## config.mk

```make
export PLATFORM = sky130hd
export DESIGN_NAME = avalon_rr_arbiter_flat
export DESIGN_NICKNAME = d
export VERILOG_FILES = /design/src/rtl/avalon_rr_arbiter_if.sv /design/src/rtl/avalon_rr_arbiter.sv /design/src/flat_wrapper.sv
export SDC_FILE = /design/constraint.sdc
export NUM_CORES = 1
export LEC_CHECK = 0
export CORE_AREA = 2 2 84 86
export CTS_CLUSTER_SIZE = 8
export DETAILED_ROUTE_END_ITERATION = 8
export DIE_AREA = 0 0 86 88
export DONT_BUFFER_PORTS = 1
export GPL_TIMING_DRIVEN = 0
export PLACE_DENSITY = 0.53
export SYNTH_ARGS = -nofsm -noshare
export SYNTH_HDL_FRONTEND = slang
export SYNTH_SLANG_ARGS = --single-unit
```

## constraint.sdc

```tcl
create_clock -name clk -period 5.05 [get_ports clk]
set_input_delay 0.505 -clock clk [delete_from_list [all_inputs] [get_ports clk]]
set_output_delay 0.505 -clock clk [all_outputs]
set_load 0.02 [all_outputs]
```

## src/rtl/avalon_rr_arbiter_if.sv

```systemverilog
// -----------------------------------------------------------------------------
// avalon_rr_arbiter_if
//   Avalon-MM bundle with active-low read_n/write_n, shared by the engine-side
//   ports and the SDRAM-side port of avalon_rr_arbiter.
//
//   Signals
//     chipselect, read_n, write_n   command (read_n/write_n active-low)
//     address    [ADDR_W]           word address
//     byteenable [BE_W]             byte lanes
//     writedata  [DATA_W]           write data
//     waitrequest                   stall from the slave side
//     readdatavalid                 pipelined read beat
//     readdata   [DATA_W]           read data
//
//   Modports
//     master : issues commands (an engine, or the arbiter towards SDRAM)
//     slave  : accepts commands (SDRAM, or the arbiter towards an engine)
// -----------------------------------------------------------------------------
interface avalon_rr_arbiter_if #(
  parameter int ADDR_W = 32,
  parameter int DATA_W = 16,
  parameter int BE_W   = 2
);
  logic              chipselect;
  logic              read_n;
  logic              write_n;
  logic [ADDR_W-1:0] address;
  logic [BE_W-1:0]   byteenable;
  logic [DATA_W-1:0] writedata;
  logic              waitrequest;
  logic              readdatavalid;
  logic [DATA_W-1:0] readdata;

  modport master (
    output chipselect, read_n, write_n, address, byteenable, writedata,
    input  waitrequest, readdatavalid, readdata
  );

  modport slave (
    input  chipselect, read_n, write_n, address, byteenable, writedata,
    output waitrequest, readdatavalid, readdata
  );
endinterface

```

## src/rtl/avalon_rr_arbiter.sv

```systemverilog
// -----------------------------------------------------------------------------
// avalon_rr_arbiter
//   Round-robin arbiter sharing one 16-bit SDRAM Avalon-MM master port between
//   two layer engines. Transfers are serialised one at a time; accepted reads
//   record their issuer in a small owner FIFO so each returning readdatavalid
//   beat is steered back to the engine that asked for it.
//
//   Ports
//     clk, reset  sole clock; synchronous active-high reset
//     m0, m1      engine-side Avalon-MM ports (arbiter acts as slave)
//     sdram       SDRAM-side Avalon-MM port (arbiter acts as master)
//     err_orphan  sticky: a read beat arrived with no read outstanding
// -----------------------------------------------------------------------------
module avalon_rr_arbiter #(
  parameter int ADDR_W  = 32,
  parameter int DATA_W  = 16,
  parameter int BE_W    = 2,
  parameter int MAX_OUT = 4
) (
  input  logic                clk,
  input  logic                reset,
  avalon_rr_arbiter_if.slave  m0,
  avalon_rr_arbiter_if.slave  m1,
  avalon_rr_arbiter_if.master sdram,
  output logic                err_orphan
);

  localparam int PTR_W = (MAX_OUT > 1) ? $clog2(MAX_OUT) : 1;
  localparam int CNT_W = $clog2(MAX_OUT + 1);
  localparam logic [CNT_W-1:0] CNT_FULL = CNT_W'(MAX_OUT);

  typedef enum logic {IDLE, BUSY} state_t;

  state_t           state;
  logic             gnt;
  logic             last;
  logic             fifo [MAX_OUT];
  logic [PTR_W-1:0] wr_ptr;
  logic [PTR_W-1:0] rd_ptr;
  logic [CNT_W-1:0] count;

  // Granted requester's command, selected by gnt.
  logic              req0, req1, req_gnt;
  logic              g_read, g_write_n;
  logic [ADDR_W-1:0] g_address;
  logic [BE_W-1:0]   g_byteenable;
  logic [DATA_W-1:0] g_writedata;
  logic              busy, block, cs, accept, push, pop;

  assign req0 = m0.chipselect & (~m0.read_n | ~m0.write_n);
  assign req1 = m1.chipselect & (~m1.read_n | ~m1.write_n);

  // NOTE: every signal written in an always_comb gets a default first, so no
  // path leaves it unassigned and no latch is inferred.
  always_comb begin
    req_gnt      = req0;
    g_read       = ~m0.read_n;
    g_write_n    = m0.write_n;
    g_address    = m0.address;
    g_byteenable = m0.byteenable;
    g_writedata  = m0.writedata;
    if (gnt) begin
      req_gnt      = req1;
      g_read       = ~m1.read_n;
      g_write_n    = m1.write_n;
      g_address    = m1.address;
      g_byteenable = m1.byteenable;
      g_writedata  = m1.writedata;
    end
  end

  assign busy   = (state == BUSY);
  // A read with every owner slot in use must wait for a beat to come back.
  assign block  = g_read & (count == CNT_FULL);
  assign cs     = busy & req_gnt & ~block;
  assign accept = cs & ~sdram.waitrequest;
  assign push   = accept & g_read;
  assign pop    = sdram.readdatavalid & (count != '0);

  // Master side: pass-through while BUSY, idle values otherwise. Both strobes
  // low is a read, so write_n is forced high whenever read_n is low.
  assign sdram.chipselect = cs;
  assign sdram.read_n     = busy ? ~g_read : 1'b1;
  assign sdram.write_n    = busy ? (g_write_n | g_read) : 1'b1;
  assign sdram.address    = busy ? g_address    : '0;
  assign sdram.byteenable = busy ? g_byteenable : '0;
  assign sdram.writedata  = busy ? g_writedata  : '0;

  // Only the granted engine ever sees waitrequest low.
  assign m0.waitrequest = ~(busy & ~gnt) | sdram.waitrequest | block;
  assign m1.waitrequest = ~(busy &  gnt) | sdram.waitrequest | block;

  // Read beats: data fans out to both engines, the FIFO head steers valid.
  assign m0.readdata      = sdram.readdata;
  assign m1.readdata      = sdram.readdata;
  assign m0.readdatavalid = pop & ~fifo[rd_ptr];
  assign m1.readdatavalid = pop &  fifo[rd_ptr];

  // NOTE: sequential state uses non-blocking assignments only, so every
  // register samples pre-edge values regardless of statement order.
  always_ff @(posedge clk) begin
    if (reset) begin
      state      <= IDLE;
      gnt        <= 1'b0;
      last       <= 1'b1;
      wr_ptr     <= '0;
      rd_ptr     <= '0;
      count      <= '0;
      err_orphan <= 1'b0;
    end else begin
      case (state)
        IDLE: begin
          if (req0 && req1) begin
            gnt   <= ~last;
            last  <= ~last;
            state <= BUSY;
          end else if (req0) begin
            gnt   <= 1'b0;
            state <= BUSY;
          end else if (req1) begin
            gnt   <= 1'b1;
            state <= BUSY;
          end
        end
        BUSY: begin
          // Leave on acceptance, or when the engine withdraws its request.
          if (accept || !req_gnt) state <= IDLE;
        end
        default: state <= IDLE;
      endcase

      if (push) wr_ptr <= wr_ptr + PTR_W'(1);
      if (pop)  rd_ptr <= rd_ptr + PTR_W'(1);
      if (push && !pop)      count <= count + CNT_W'(1);
      else if (pop && !push) count <= count - CNT_W'(1);

      if (sdram.readdatavalid && count == '0) err_orphan <= 1'b1;
    end
  end

  // NOTE: the owner FIFO storage is not reset; count and the pointers define
  // which entries are live, so stale contents are never observed.
  always_ff @(posedge clk) begin
    if (push) fifo[wr_ptr] <= gnt;
  end

endmodule

```

## src/flat_wrapper.sv

```systemverilog
// flat-port wrapper written by rule: the top's interface ports become plain ports
module avalon_rr_arbiter_flat 
#(
  parameter int ADDR_W  = 32,
  parameter int DATA_W  = 16,
  parameter int BE_W    = 2,
  parameter int MAX_OUT = 4
)
  (clk, reset, err_orphan, m0_chipselect, m0_read_n, m0_write_n, m0_address, m0_byteenable, m0_writedata, m0_waitrequest, m0_readdatavalid, m0_readdata, m1_chipselect, m1_read_n, m1_write_n, m1_address, m1_byteenable, m1_writedata, m1_waitrequest, m1_readdatavalid, m1_readdata, sdram_chipselect, sdram_read_n, sdram_write_n, sdram_address, sdram_byteenable, sdram_writedata, sdram_waitrequest, sdram_readdatavalid, sdram_readdata);
  avalon_rr_arbiter_if #(.ADDR_W(ADDR_W), .DATA_W(DATA_W), .BE_W(BE_W)) m0_i ();
  avalon_rr_arbiter_if #(.ADDR_W(ADDR_W), .DATA_W(DATA_W), .BE_W(BE_W)) m1_i ();
  avalon_rr_arbiter_if #(.ADDR_W(ADDR_W), .DATA_W(DATA_W), .BE_W(BE_W)) sdram_i ();
  input  logic clk;
  input  logic reset;
  output logic err_orphan;
  input wire logic [$bits(m0_i.chipselect)-1:0] m0_chipselect;
  input wire logic [$bits(m0_i.read_n)-1:0] m0_read_n;
  input wire logic [$bits(m0_i.write_n)-1:0] m0_write_n;
  input wire logic [$bits(m0_i.address)-1:0] m0_address;
  input wire logic [$bits(m0_i.byteenable)-1:0] m0_byteenable;
  input wire logic [$bits(m0_i.writedata)-1:0] m0_writedata;
  output wire logic [$bits(m0_i.waitrequest)-1:0] m0_waitrequest;
  output wire logic [$bits(m0_i.readdatavalid)-1:0] m0_readdatavalid;
  output wire logic [$bits(m0_i.readdata)-1:0] m0_readdata;
  input wire logic [$bits(m1_i.chipselect)-1:0] m1_chipselect;
  input wire logic [$bits(m1_i.read_n)-1:0] m1_read_n;
  input wire logic [$bits(m1_i.write_n)-1:0] m1_write_n;
  input wire logic [$bits(m1_i.address)-1:0] m1_address;
  input wire logic [$bits(m1_i.byteenable)-1:0] m1_byteenable;
  input wire logic [$bits(m1_i.writedata)-1:0] m1_writedata;
  output wire logic [$bits(m1_i.waitrequest)-1:0] m1_waitrequest;
  output wire logic [$bits(m1_i.readdatavalid)-1:0] m1_readdatavalid;
  output wire logic [$bits(m1_i.readdata)-1:0] m1_readdata;
  output wire logic [$bits(sdram_i.chipselect)-1:0] sdram_chipselect;
  output wire logic [$bits(sdram_i.read_n)-1:0] sdram_read_n;
  output wire logic [$bits(sdram_i.write_n)-1:0] sdram_write_n;
  output wire logic [$bits(sdram_i.address)-1:0] sdram_address;
  output wire logic [$bits(sdram_i.byteenable)-1:0] sdram_byteenable;
  output wire logic [$bits(sdram_i.writedata)-1:0] sdram_writedata;
  input wire logic [$bits(sdram_i.waitrequest)-1:0] sdram_waitrequest;
  input wire logic [$bits(sdram_i.readdatavalid)-1:0] sdram_readdatavalid;
  input wire logic [$bits(sdram_i.readdata)-1:0] sdram_readdata;
  assign m0_i.chipselect = m0_chipselect;
  assign m0_i.read_n = m0_read_n;
  assign m0_i.write_n = m0_write_n;
  assign m0_i.address = m0_address;
  assign m0_i.byteenable = m0_byteenable;
  assign m0_i.writedata = m0_writedata;
  assign m0_waitrequest = m0_i.waitrequest;
  assign m0_readdatavalid = m0_i.readdatavalid;
  assign m0_readdata = m0_i.readdata;
  assign m1_i.chipselect = m1_chipselect;
  assign m1_i.read_n = m1_read_n;
  assign m1_i.write_n = m1_write_n;
  assign m1_i.address = m1_address;
  assign m1_i.byteenable = m1_byteenable;
  assign m1_i.writedata = m1_writedata;
  assign m1_waitrequest = m1_i.waitrequest;
  assign m1_readdatavalid = m1_i.readdatavalid;
  assign m1_readdata = m1_i.readdata;
  assign sdram_chipselect = sdram_i.chipselect;
  assign sdram_read_n = sdram_i.read_n;
  assign sdram_write_n = sdram_i.write_n;
  assign sdram_address = sdram_i.address;
  assign sdram_byteenable = sdram_i.byteenable;
  assign sdram_writedata = sdram_i.writedata;
  assign sdram_i.waitrequest = sdram_waitrequest;
  assign sdram_i.readdatavalid = sdram_readdatavalid;
  assign sdram_i.readdata = sdram_readdata;
  avalon_rr_arbiter #(.ADDR_W(ADDR_W), .DATA_W(DATA_W), .BE_W(BE_W), .MAX_OUT(MAX_OUT)) u_core (.clk(clk), .reset(reset), .m0(m0_i), .m1(m1_i), .sdram(sdram_i), .err_orphan(err_orphan));
endmodule
```

==> metrics.md <==
| Metric | Value |
|---|---|
| Status | complete, no violations |
| MaxCap Viol Count | 0 |
| Vias | approximately 1600 |
| Min Hold Slack | between 0.3 and 0.4 ns |
| Die width | roughly 86 um |
| Setup TNS | 0 ns |
| Fin. Hold Viols | 0 |
| Initial DRT Pass Iterations | 4 |
| Slew Limit Fails | 0 |
| Worst-Skew Late Latency | roughly 0.26 ns |
| Worst Max-Slew Pin Slew | ~0.71 ns |
| CTS root buffer | clkbuf_8 |
| Grt met2 use | 21.0% |
| LEAKAGE | 0.799 nW |
| Synth Warn # | 0 |
| Kind of critical path | register to register |
| First-pass GRT wire length | just under 8000 um |
| CTS max path bufs | 2 |
| Area grow syn2layout | 7.36% |
| Simple-gate area share of the yosys netlist | ~24% |
| Endpoints failing setup | 0 |
| Fin crit period | between 2 and 3 ns |
| Met3 global-route usage | 1.23% |
| CTS Hold Bufs | 0 |
| Xor and xnor fraction of the mapped netlist area | approximately 1.7% |
| Top post-synthesis cells by area | mux2i_1, nor2b_1, dfxtp_1, buf_4, edfxtp_1 |
| Highest Clock Rate | approximately 360 MHz |
| Vias/cell | approximately 5 |
| Hold Startpoint | reset |
| Nets | 370 |
| Tot GR Track Use | roughly 14% |
| CP Launch Point | u_core.gnt |
| Post-CTS Resized | 0 |
| CTS tree | yes |
| Worst hold-check path type | input pin to register |
| Leading area contributor after synthesis | mux2i_1 |
| Setup bufs post-CTS | 0 |
| Layout cells sized above 1 | roughly 19% |
| Clock skew | 0.00652 ns |
| Core area | 6640 sq um |
| H-tree depth | 1 |
| VDD IR max | ~87 uV |
| Vias in the first global route | around 1400 |
| Adder-Cell Fraction of Synth Area | between 4 and 5% |
| Largest net degree at the start of global routing | 12 |
| Avg WL per Cell | ~19 um |
| Synth unique cells | 38 |
| Worst setup SP type | register |
| CTS Buf Count | 3 |
| Flops & latches, synth | 17 |
| Slew HR | between 50% and 60% |
| Final ANT Viol Nets | 0 |
| Synth async-reset ratio | 0% |
| Number of flops mapped to enable cells by yosys | 4 |
| Input/output buffers | 0 |
| Worst Path Required | between 5 and 6 ns |
| Critical path arrival | 3.00 ns |
| M1 GR Usage | between 20% and 30% |
| Inst Count DP | between 300 and 400 |
| Row Count | 30 |
| Post-Syn Instances | 233 |
| Syn nets | 365 |
| Sink Count | 17 |
| Dpl hpwl | between 5000 and 6000 um |
| Routability congestion estimate | ~0.78 |
| DR iter-0 viols | 41 |
| IO Count | approximately 220 |
| Power per cell area | between 200 and 300 nW/um^2 |
| Sequential fraction of the synthesis area | a little under a fifth |
| Most used flip-flop cell after synthesis | dfxtp_1 |
| Finished Core Util | 32.7% |
| Period utilization | 55.7% |
| Antenna cells | 0 |
| Initial antenna violation count | 0 |
| Main combinational cell family by area after synthesis | multiplexers |
| Mapped Avg Cell Area | 8.68 sq um |
| GR peak layer | met1 |
| Die H | 88 um |
| Fillers | 726 |
| GRT overflow | 0 |
| Initial Util | 30.4% |
| Worst reg2reg startpoint | u_core.gnt |
| Die area | approximately 7600 sq um |
| Non-Filler Instances | approximately 320 |
| Drc violations | 0 |
| Nature of the critical path endpoint | register |
| Post-Syn Area | 2020 sq um |
| Compound-cell area share of the yosys netlist | approximately 6.7% |
| RSZ-0062 raised after global routing | false |
| Multiplexer share of the synthesized area | between 20 and 30% |
| CTS clock-pin slew for the worst setup and hold paths | roughly 0.06 ns |
| Worst Path Max Fanout | 7 |
| Share of the synthesized area in the top cell type | between 20% and 30% |
| Routed WL | between 6000 and 7000 um |
[critical path, stage by stage (launching register included)]
cell	delay, ns
dfxtp_1	0.35
buf_6	0.15
or3b_4	0.40
a221oi_4	0.45
ha_1	0.26
inv_1	0.07
fa_1	0.43
xor2_1	0.18
or3_1	0.31
a21oi_1	0.14
[power breakdown]
part / internal (W) / total (W) / switching, W
Sequential: 0.000168 / 0.000207 / 0.0000391
Clock: 0.0000557 / 0.000106 / 0.0000504
Combinational: 0.000121 / 0.000309 / 0.000188
[area by class of cell]
type                       count  area, sq um  area share [%]
multi-input combinational    166         1320            60.9
tap                           80          100            4.61
sequential                    17          380            17.5
buffer                        46          304            14.0
inverter                       4         15.0           0.692
clock buffer                   3         41.3            1.90
clock inverter                 1         7.51           0.346
[logic make-up after synthesis]
| group | count (synthesis) |
|---|---|
| DFF | 17 |
| buffers and inverters | 50 |
| adders and majority gates | 6 |
| and+or+nand+nor | 84 |
| AOI/OAI and AO/OA | 16 |
| xor gates and xnor gates | 4 |
| muxes | 56 |
[final timing paths]
| path | to | slack, ns | cells after the start |
|---|---|---|---|
| min | u_core.last | 0.36 | 1 |
| min reg2reg | u_core.rd_ptr[1] | 0.52 | 2 |
| max | u_core.count[2] | 2.24 | 9 |
| max reg2reg | u_core.count[2] | 2.24 | 9 |
[per-layer routing]
layer / part of all wire, % / vias up
met3: 7.1 / 4
met2: 46 / 108
met4: 0.84 / 0
met5: 0 / -
li1: - / 762
met1: 46 / 715
[Yosys cell counts, types with 2 or more instances]
master    instances
a21bo_2           2
nand2_1           6
buf_4            32
xor2_1            4
dfxtp_1          13
nand2b_1          4
o21ai_0           2
nor2b_1          51
edfxtp_1          4
nor2_1           10
a21oi_1           3
or3_1             2
and2_1            4
buf_2             3
clkbuf_1         10
inv_1             4
mux2i_1          54
ha_1              5
[through the flow]
stage                     instance area (sq um)  setup WS (ns)  total power, W
after floorplan                            2020           2.42        0.000469
after global placement                     2120           2.25        0.000516
after detailed placement                   2120           2.23        0.000519
after CTS                                  2170           2.21        0.000631
after global routing                       2170           2.00        0.000666
final                                      2170           2.24        0.000623
[placed cells by master (no fill, tap or decap), types with 2 or more instances in the layout]
cell | Yosys | routed
a21bo_2 | 2 | 2
a21oi_1 | 3 | 3
and2_1 | 4 | 4
buf_2 | 3 | 3
buf_4 | 32 | 32
clkbuf_1 | 10 | 10
clkbuf_8 | 0 | 3
dfxtp_1 | 13 | 13
edfxtp_1 | 4 | 4
ha_1 | 5 | 5
inv_1 | 4 | 4
mux2i_1 | 54 | 54
nand2_1 | 6 | 6
nand2b_1 | 4 | 4
nor2_1 | 10 | 10
nor2b_1 | 51 | 51
o21ai_0 | 2 | 2
or3_1 | 2 | 2
xor2_1 | 4 | 4
(Power assumes the default switching activity.)
